--- config.mk ---
export PLATFORM = sky130hd
export DESIGN_NAME = sobel_window_gen
export DESIGN_NICKNAME = d
export VERILOG_FILES = /design/src/rtl/sobel_pkg.sv /design/src/rtl/sobel_line_buf.sv /design/src/rtl/sobel_window_gen.sv
export SDC_FILE = /design/constraint.sdc
export NUM_CORES = 1
export LEC_CHECK = 0
export BUFFER_PORTS_ARGS = -buffer_cell sky130_fd_sc_hd__buf_2
export CAP_MARGIN = 10
export CELL_PAD_IN_SITES_DETAIL_PLACEMENT = 1
export CELL_PAD_IN_SITES_GLOBAL_PLACEMENT = 2
export CORE_ASPECT_RATIO = 2
export CORE_MARGIN = 2
export CORE_UTILIZATION = 46
export DETAILED_ROUTE_END_ITERATION = 8
export HOLD_SLACK_MARGIN = 0.1
export PLACE_DENSITY_LB_ADDON = 0.1
export SLEW_MARGIN = 20
export SYNTH_ARGS = -nofsm -noshare
export SYNTH_HDL_FRONTEND = slang
export SYNTH_SLANG_ARGS = --single-unit
export TNS_END_PERCENT = 30
--- constraint.sdc ---
create_clock -name clk -period 4.2 [get_ports clk]
set_input_delay 0.42 -clock clk [delete_from_list [all_inputs] [get_ports clk]]
set_output_delay 0.42 -clock clk [all_outputs]
set_load 0.1 [all_outputs]
--- src/rtl/sobel_pkg.sv ---
// sobel_pkg: shared defaults, 3x3 tap indices and FSM state encoding for the Sobel window generator
package sobel_pkg;
  localparam int PIX_W_DEF  = 4;
  localparam int ADDR_W_DEF = 10;
  localparam int TAP_TL = 0;
  localparam int TAP_T  = 1;
  localparam int TAP_TR = 2;
  localparam int TAP_L  = 3;
  localparam int TAP_C  = 4;
  localparam int TAP_R  = 5;
  localparam int TAP_BL = 6;
  localparam int TAP_B  = 7;
  localparam int TAP_BR = 8;
  typedef enum logic [2:0] {IDLE, STREAM, EOL, FLUSH, DONE} state_e;
endpackage

--- src/rtl/sobel_line_buf.sv ---
// sobel_line_buf: one image row of pixels, combinational read of the old value and write of the new one at the same column
module sobel_line_buf #(
  parameter int IMG_W = 32,
  parameter int PIX_W = 4,
  parameter int AW    = $clog2(IMG_W)
) (
  input  logic             clk,
  input  logic             we,
  input  logic [AW-1:0]    addr,
  input  logic [PIX_W-1:0] din,
  output logic [PIX_W-1:0] dout
);
  logic [PIX_W-1:0] mem_q [IMG_W];
  assign dout = mem_q[addr];
  // row store; contents survive reset since every frame rewrites them before use
  always_ff @(posedge clk)
    if (we) mem_q[addr] <= din;
endmodule

--- src/rtl/sobel_window_gen.sv ---
// sobel_window_gen: raster pixel stream to 3x3 windows with border padding; define SOBEL_WIN_REPLICATE_EN for edge replication instead of zeros
module sobel_window_gen
  import sobel_pkg::*;
#(
  parameter int IMG_W  = 32,
  parameter int IMG_H  = 32,
  parameter int PIX_W  = PIX_W_DEF,
  parameter int ADDR_W = ADDR_W_DEF
) (
  input  logic               clk,
  input  logic               rst,
  input  logic               en,
  input  logic [PIX_W-1:0]   pix_in,
  input  logic               pix_valid,
  output logic               pix_ready,
  output logic [9*PIX_W-1:0] win_out,
  output logic [ADDR_W-1:0]  win_addr,
  output logic               win_valid,
  input  logic               win_ready,
  output logic               frame_done
);
  localparam int CW = $clog2(IMG_W + 2);
  localparam int RW = $clog2(IMG_H);
  localparam int AW = $clog2(IMG_W);
`ifdef SOBEL_WIN_REPLICATE_EN
  localparam bit REP = 1'b1;
`else
  localparam bit REP = 1'b0;
`endif
  typedef logic [2:0][PIX_W-1:0] col_t;
  state_e state_q, state_d;
  logic [RW-1:0] row_q, row_d;
  logic [CW-1:0] col_q, col_d;
  logic [ADDR_W-1:0] cnt_q, cnt_d, win_addr_q, win_addr_d;
  logic win_valid_q, win_valid_d;
  logic [9*PIX_W-1:0] win_out_q, win_out_d, win;
  col_t [2:0] sr_q, sr_d;
  col_t nc, l, m, rc;
  logic [PIX_W-1:0] lb1_rd, lb2_rd, bot;
  logic can_load, accept, row_end, flush_pre, flush_mid, flush_end, eol_go;
  logic emit, shift, edge_step, pad_l, pad_t, last_taken;
  sobel_line_buf #(.IMG_W(IMG_W), .PIX_W(PIX_W)) u_lb1 (
    .clk(clk), .we(accept), .addr(col_q[AW-1:0]), .din(pix_in), .dout(lb1_rd)
  );
  sobel_line_buf #(.IMG_W(IMG_W), .PIX_W(PIX_W)) u_lb2 (
    .clk(clk), .we(accept), .addr(col_q[AW-1:0]), .din(lb1_rd), .dout(lb2_rd)
  );
  // control strobes: handshakes, per-state work steps and the final-consumption detect
  always_comb begin
    can_load   = !win_valid_q || win_ready;
    pix_ready  = state_q == STREAM && can_load;
    frame_done = state_q == DONE;
    accept     = pix_valid && pix_ready;
    row_end    = accept && col_q == CW'(IMG_W - 1);
    flush_pre  = state_q == FLUSH && col_q == '0;
    flush_mid  = state_q == FLUSH && col_q != '0 && col_q < CW'(IMG_W) && can_load;
    flush_end  = state_q == FLUSH && col_q == CW'(IMG_W) && can_load;
    eol_go     = state_q == EOL && can_load;
    emit       = (accept && row_q != '0 && col_q != '0) || flush_mid || flush_end || eol_go;
    shift      = accept || flush_pre || flush_mid;
    last_taken = state_q == FLUSH && win_valid_q && win_ready && win_addr_q == ADDR_W'(IMG_W * IMG_H - 1);
  end
  // next state: EOL emits the right-edge centre of each row, FLUSH drains the bottom row
  always_comb begin
    state_d = state_q;
    case (state_q)
      IDLE:    state_d = en ? STREAM : IDLE;
      STREAM:  state_d = row_end && row_q != '0 ? EOL : STREAM;
      EOL:     state_d = !can_load ? EOL : row_q == RW'(IMG_H - 1) ? FLUSH : STREAM;
      FLUSH:   state_d = last_taken ? DONE : FLUSH;
      default: state_d = IDLE;
    endcase
  end
  // window assembly from the two newest shifted columns plus the incoming column, then padding and counters
  always_comb begin
    bot       = state_q == FLUSH ? (REP ? lb1_rd : '0) : pix_in;
    nc        = {bot, lb1_rd, lb2_rd};
    edge_step = state_q == EOL || (state_q == FLUSH && col_q == CW'(IMG_W));
    pad_l     = !edge_step && col_q == CW'(1);
    pad_t     = state_q != FLUSH && row_q == RW'(1);
    m         = sr_q[2];
    l         = pad_l ? (REP ? m : '0) : sr_q[1];
    rc        = edge_step ? (REP ? m : '0) : nc;
    l[0]      = pad_t ? (REP ? l[1] : '0) : l[0];
    m[0]      = pad_t ? (REP ? m[1] : '0) : m[0];
    rc[0]     = pad_t ? (REP ? rc[1] : '0) : rc[0];
    win       = {rc[2], m[2], l[2], rc[1], m[1], l[1], rc[0], m[0], l[0]};
    sr_d      = shift ? {nc, sr_q[2], sr_q[1]} : sr_q;
    row_d     = state_q == IDLE ? '0 : (row_end && row_q == '0) || (eol_go && row_q != RW'(IMG_H - 1)) ? row_q + 1'b1 : row_q;
    col_d     = state_q == IDLE ? '0 : row_end ? '0 : (accept || flush_pre || flush_mid || flush_end) ? col_q + 1'b1 : col_q;
    cnt_d     = state_q == IDLE ? '0 : emit ? cnt_q + 1'b1 : cnt_q;
    win_valid_d = emit || (win_valid_q && !win_ready);
    win_out_d   = emit ? win : win_out_q;
    win_addr_d  = emit ? cnt_q : win_addr_q;
  end
  // control and output registers with synchronous active-low reset
  always_ff @(posedge clk) begin
    if (!rst) begin
      state_q     <= IDLE;
      row_q       <= '0;
      col_q       <= '0;
      cnt_q       <= '0;
      win_valid_q <= 1'b0;
      win_out_q   <= '0;
      win_addr_q  <= '0;
    end else begin
      state_q     <= state_d;
      row_q       <= row_d;
      col_q       <= col_d;
      cnt_q       <= cnt_d;
      win_valid_q <= win_valid_d;
      win_out_q   <= win_out_d;
      win_addr_q  <= win_addr_d;
    end
  end
  // column shift registers; stale contents are always masked by padding before use
  always_ff @(posedge clk) sr_q <= sr_d;
  assign win_out   = win_out_q;
  assign win_addr  = win_addr_q;
  assign win_valid = win_valid_q;
endmodule

# [Yosys cells after proc, flatten, opt, wreduce, memory -nomap -nowiden]
# Memories as Yosys holds them, arrays and structs flattened. A register that Yosys moved wholly into a read port is not among the register bits.
# Index checks and enable logic that the tools add are counted.
# W data, S select, Z words.
[op_classes] n_eq_ne=12 bitwise=1 mux=18 n_reduce_logical=41 add_sub_neg=3 order_cmp=1
[ops] cell="$mux W12" count=2
[ops] cell="$logic_and A1 B1 Y1" count=21
[ops] cell="$mux W5" count=4
[ops] cell="$mux W4" count=4
[ops] cell="$pmux W3 S4" count=1
[ops] cell="$add A10 B1 Y10 const B" count=1
[ops] cell="$eq A10 B10 Y1 const B" count=1
[ops] cell="$logic_or A1 B1 Y1" count=10
[ops] cell="$add A6 B1 Y6 const B" count=1
[ops] cell="$eq A3 B2 Y1 const B" count=2
[ops] cell="$eq A6 B1 Y1 const B" count=1
[ops] cell="$eq A6 B5 Y1 const B" count=1
[ops] cell="$eq A6 B6 Y1 const B" count=1
[ops] cell="$logic_not A6 Y1" count=1
[ops] cell="$lt A6 B6 Y1 const B" count=1
[ops] cell="$mux W2" count=3
[ops] cell="$reduce_bool A6 Y1" count=1
[ops] cell="$add A5 B1 Y5 const B" count=1
[ops] cell="$eq A5 B1 Y1 const B" count=1
[ops] cell="$eq A5 B5 Y1 const B" count=1
[ops] cell="$logic_not A5 Y1" count=1
[ops] cell="$ne A5 B5 Y1 const B" count=1
[ops] cell="$reduce_bool A5 Y1" count=1
[ops] cell="$eq A3 B1 Y1 const B" count=1
[ops] cell="9 further kinds" count=13
[word_totals] ramBits=256 regBits=95 input_bits=9 n_memories=2 wordCells=91
[memory_table] name="u_lb1.mem_q" words=32 word_bits=4 read_ports=1 rd_ports_with_merged_regs=1 wr=1 line_no="sobel_line_buf.sv:13" rtl="logic [PIX_W-1:0] mem_q [IMG_W];"
[memory_table] name="u_lb2.mem_q" words=32 word_bits=4 read_ports=1 rd_ports_with_merged_regs=1 wr=1 line_no="sobel_line_buf.sv:13"

# [Logic depth before layout (Yosys ltp)]
[logic_depth] ltp_word=10 ltp_mapped=10 depth_no_buf=8

# [Hierarchy]
# A second synthesis with hierarchy kept.
[unflattened] hier_cells=1045 area_unflattened_um2=14586.5
[modules_own_cells] mod="sobel_line_buf" n_inst=2 area_per_inst_um2=5258.8 cells_each=314 seq_area_each_um2=3843.7
[modules_own_cells] mod="sobel_window_gen" n_inst=1 area_per_inst_um2=4068.9 cells_each=417 seq_area_each_um2=2142.1

# [Worst setup path before layout]
# No wires, ideal clock.
[synth_path] kind="register -> register" start="reg with a tool-made name" end="reg sr_q, in the netlist m[4] (data pin)" n_path_buf=3 required_time_ps=3703 slack_ps=790 arrival_time_ps=2913 stages_incl_launch_ff=7 setup_ps=497 cell_sequence="dfxtp_1 -> buf_2 -> clkbuf_1 -> buf_2 -> mux4_2 -> mux2i_1 -> a221oi_1"
[synth_rtl] element="end signal: assignment" line_no="sobel_window_gen.sv:117" rtl="always_ff @(posedge clk) sr_q <= sr_d;"
[synth_rtl] element="end: declaration" line_no="sobel_window_gen.sv:37" rtl="col_t [2:0] sr_q, sr_d;"

# [Worst setup path in the final report]
[layout_path] start="reg col_q[0]" end="reg win_addr_q[9], in the netlist win_addr[9]"
[layout_between] elab_chain_cells=7 word_cells_on_any_way=12 classes_between="order compare: 1; eq/ne: 1; reduce/logical: 10"
[layout_rtl] element="start: declaration" line_no="sobel_window_gen.sv:33" rtl="logic [CW-1:0] col_q, col_d;"
[layout_rtl] element="start signal: assignment" line_no="sobel_window_gen.sv:109" rtl="col_q <= col_d;"
[layout_rtl] element="branches (longest 5 deep; another with $lt A6 B6 Y1)"
[layout_rtl] element="$logic_or A1 B1 Y1 * (2 in series)" line_no="sobel_window_gen.sv:59" rtl="emit = (accept && row_q != '0 && col_q != '0) || flush_mid || flush_end || eol_go;"
[layout_rtl] element="end signal: assignment" line_no="sobel_window_gen.sv:113" rtl="win_addr_q <= win_addr_d;"
[layout_rtl] element="end: declaration" line_no="sobel_window_gen.sv:34" rtl="logic [ADDR_W-1:0] cnt_q, cnt_d, win_addr_q, win_addr_d;"
# Every way passes the cells marked *.
# A chain may end at the register's enable or synchronous reset.

==> summary.md <==
| Metric | Value |
|---|---|
| CP required | 4.62 ns |
| Crit end category | flop |
| Post-Route WL | 32900 um |
| Max Root-Sink Buffers | 3 |
| Top cells by instance count after synthesis | 280 x edfxtp_1, 76 x dfxtp_1, 72 x nand2_1 |
| RePlAce Congestion | 0.832 |
| Sw Share | 0.201 |
| Final worst clock skew | 0.0123 ns |
| Clock root cell | clkbuf_16 |
| Synth top area share | 0.611 |
| Fin cells | 1281 |
| Drt via density | 5.77 |
| Largest net degree at the start of global routing | 40 |
| Final setup fails | 0 |
| Main flop type after synthesis | edfxtp_1 |
| Clk slew on worst S/H paths | 0.07 ns |
| Distinct cells, synth | 55 |
| Worst slew pin tran | 1.04 ns |
| Setup_tns | 0 ns |
| Ys Warns | 0 |
| Area growth syn-to-layout | 12.8% |
| Iteration-0 DRC Markers | 328 |
| Final Max Slew Viols | 0 |
| # Post-CTS Setup Buffers | 0 |
| Sw Pwr | 1.36 mW |
| Fmax | 328 MHz |
| Post-synth EDFFs | 280 |
| Power density cells | 435 nW/um2 |
| Adder-Cell Fraction of Synth Area | 0.00818 |
| Synth area leaders | edfxtp_1 61%, dfxtp_1 11%, mux4_2 10% |
| Vias in the first global route | 8236 |
| Pleak | 5.02 nW |
| Initial antenna violation count | 0 |
| Sequential power share | 0.564 |
| Fillers | 2722 |
| Cells after synthesis | 825 |
| RSZ-0062 raised after global routing | no |
| Post_cts resized | 0 |
| WL/cell | 25.7 um |
| Worst-Skew Late Latency | 0.51 ns |
| Synthesized area | 13800 um2 |
| Sequential element share of the synthesized area | 0.721 |
| Max_slew headroom | 0.303 |
| Row cnt | 89 |
| Port buffer count | 57 |
| Post-route DRC violation count | 0 |
| HP Class | in -> reg |
| Status | completed |
| # placed instances | 1223 |
| I/O pin count | 58 |
| Diodes inserted | 0 |
| Multiplexer share of the synthesized area | 0.118 |
| CTS Buf Count | 34 |
| CTS tree | yes |
| Share of cells above drive strength 1 | 0.224 |
| Critical path class | reg -> reg |
| Clock group share of total power | 0.419 |
| # nets final | 913 |
| Overall Global Routing Usage | 0.215 |
| Clock Sinks | 356 |
| Syn avg cell area | 16.7 um2 |
| Post-route minimum period | 3.05 ns |
| Post-DP HPWL | 22300 um |
| XOR/XNOR Fraction of Synth Area | 0.00700 |
| Core area | 29500 um2 |
| Max Cap Violations | 0 |
| Int Pwr | 5.40 mW |
| DR pass1 iterations | 6 |
| Fin crit share | 0.727 |
| Setup crit start kind | flop |
| First-pass GRT wire length | 50300 um |
| Antenna Nets Post-Route | 0 |
| VDD IR max | 0.348 mV |
| Syn_nets | 843 |
| Grt ovf | 0 |
| Simple logic cell fraction of the synthesized area | 0.0816 |
| Max H-tree Level | 2 |
| Post-synth ARST share | 0 |
| Starting density of the core | 0.466 |
| Die height | 249 um |
| Hold buffer count at CTS | 0 |
| Main combinational cell family by area after synthesis | multiplexers |
| Total die area | 31400 um2 |
| Area leader, netlist | edfxtp_1 |
| Routed vias | 7394 |
| Critical Path AT | 3.48 ns |
| Comb pwr share | 0.017 |
| #FFs+latches synth | 356 |
| Top-count cell post-synth | edfxtp_1 |
| Synth Area in Compound Gates | 0.0482 |
| Fin. Hold Viols | 0 |
| CP Max Fanout | 30 |
| Die width | 126 um |
-- final cells by class --
type                    instances  area (um2)  area share
clock buffers                  49         948      0.0611
clock inverters                 9        42.5     0.00274
inverters                       7        26.3     0.00169
multi-input cells             422        3690       0.237
flip-flops and latches        356        9930       0.640
well taps                     364         455      0.0293
repair buffers                 74         438      0.0282
-- layout by cell type (no fill, tap or decap), drive strengths merged, types with 12 or more instances in the layout --
cell    instances
nand2          72
buf            74
clkbuf         49
nand3          34
edfxtp        280
o22ai          20
nor2           58
dfxtp          76
mux4           64
a21boi         23
a21oi          12
nand4          12
-- worst max-delay path, cell delays in order, from the launching register on --
cell and delay [ns]:
dfxtp_1 0.37, inv_1 0.11, ha_1 0.17, or4b_4 0.48, a211o_1 0.34, a21o_1 0.23, nand2_1 0.73, buf_4 0.29
nand2_1 0.06, a21boi_0 0.18
-- logic make-up after synthesis --
logic type	count (synthesis)
muxes	81
AOI/OAI and AO/OA	89
xor gates and xnor gates	11
buffers and inverters	47
and+or+nand+nor	232
DFF	356
adders and majority gates	9
-- sequential cells by signal, summed over array words and instances, names as in the netlist, named ones only --
register / count
state_q: 3
cnt_q: 10
win_valid: 1
sr_q: 16
m: 8
win_out: 36
win_addr: 10
u_lb1.mem_q: 128
col_q: 6
row_q: 5
u_lb2.mem_q: 128
-- per-layer routing --
layer,wire length [um],GRT usage,up-vias
met2,19000,0.416,163
met3,1070,0.0293,60
met1,11600,0.231,3820
met4,1190,0.0860,0
li1,-,-,3351
met5,0,0,-
-- power by group through the flow --
stage | logic [mW] | clock network, mW | registers, mW
6_report | 0.117 | 2.83 | 3.81
5_1_grt | 0.129 | 3.02 | 3.81
4_1_cts | 0.121 | 2.90 | 3.81
3_5_place_dp | 0.121 | 0 | 3.89
3_3_place_gp | 0.115 | 0 | 3.89
2_1_floorplan | 0.0576 | 0 | 3.89
-- metrics by stage --
step | utilization | power, mW | hold WS, ns | cell area (um2) | setup WS (ns)
floorplan | - | 3.94 | 0.426 | 13800 | 0.790
global placement | 0.493 | 4.00 | 0.434 | 14500 | 1.21
detailed placement | 0.493 | 4.01 | 0.438 | 14500 | 1.15
CTS | 0.526 | 6.83 | 0.249 | 15500 | 1.12
global route | 0.526 | 6.96 | 0.267 | 15500 | 0.861
finish | 0.526 | 6.76 | 0.265 | 15500 | 1.15
-- path summary, 6_finish.rpt --
kind | start | endpoint | slack [ns] | depth (start not counted)
min reg2reg | win_out[24] | win_out[24] | 0.45 | 2
max | col_q[0] | win_addr[9] | 1.15 | 9
max reg2reg | col_q[0] | win_addr[9] | 1.15 | 9
min | rst | win_addr[3] | 0.27 | 2
Power figures use the tool's default switching activity.
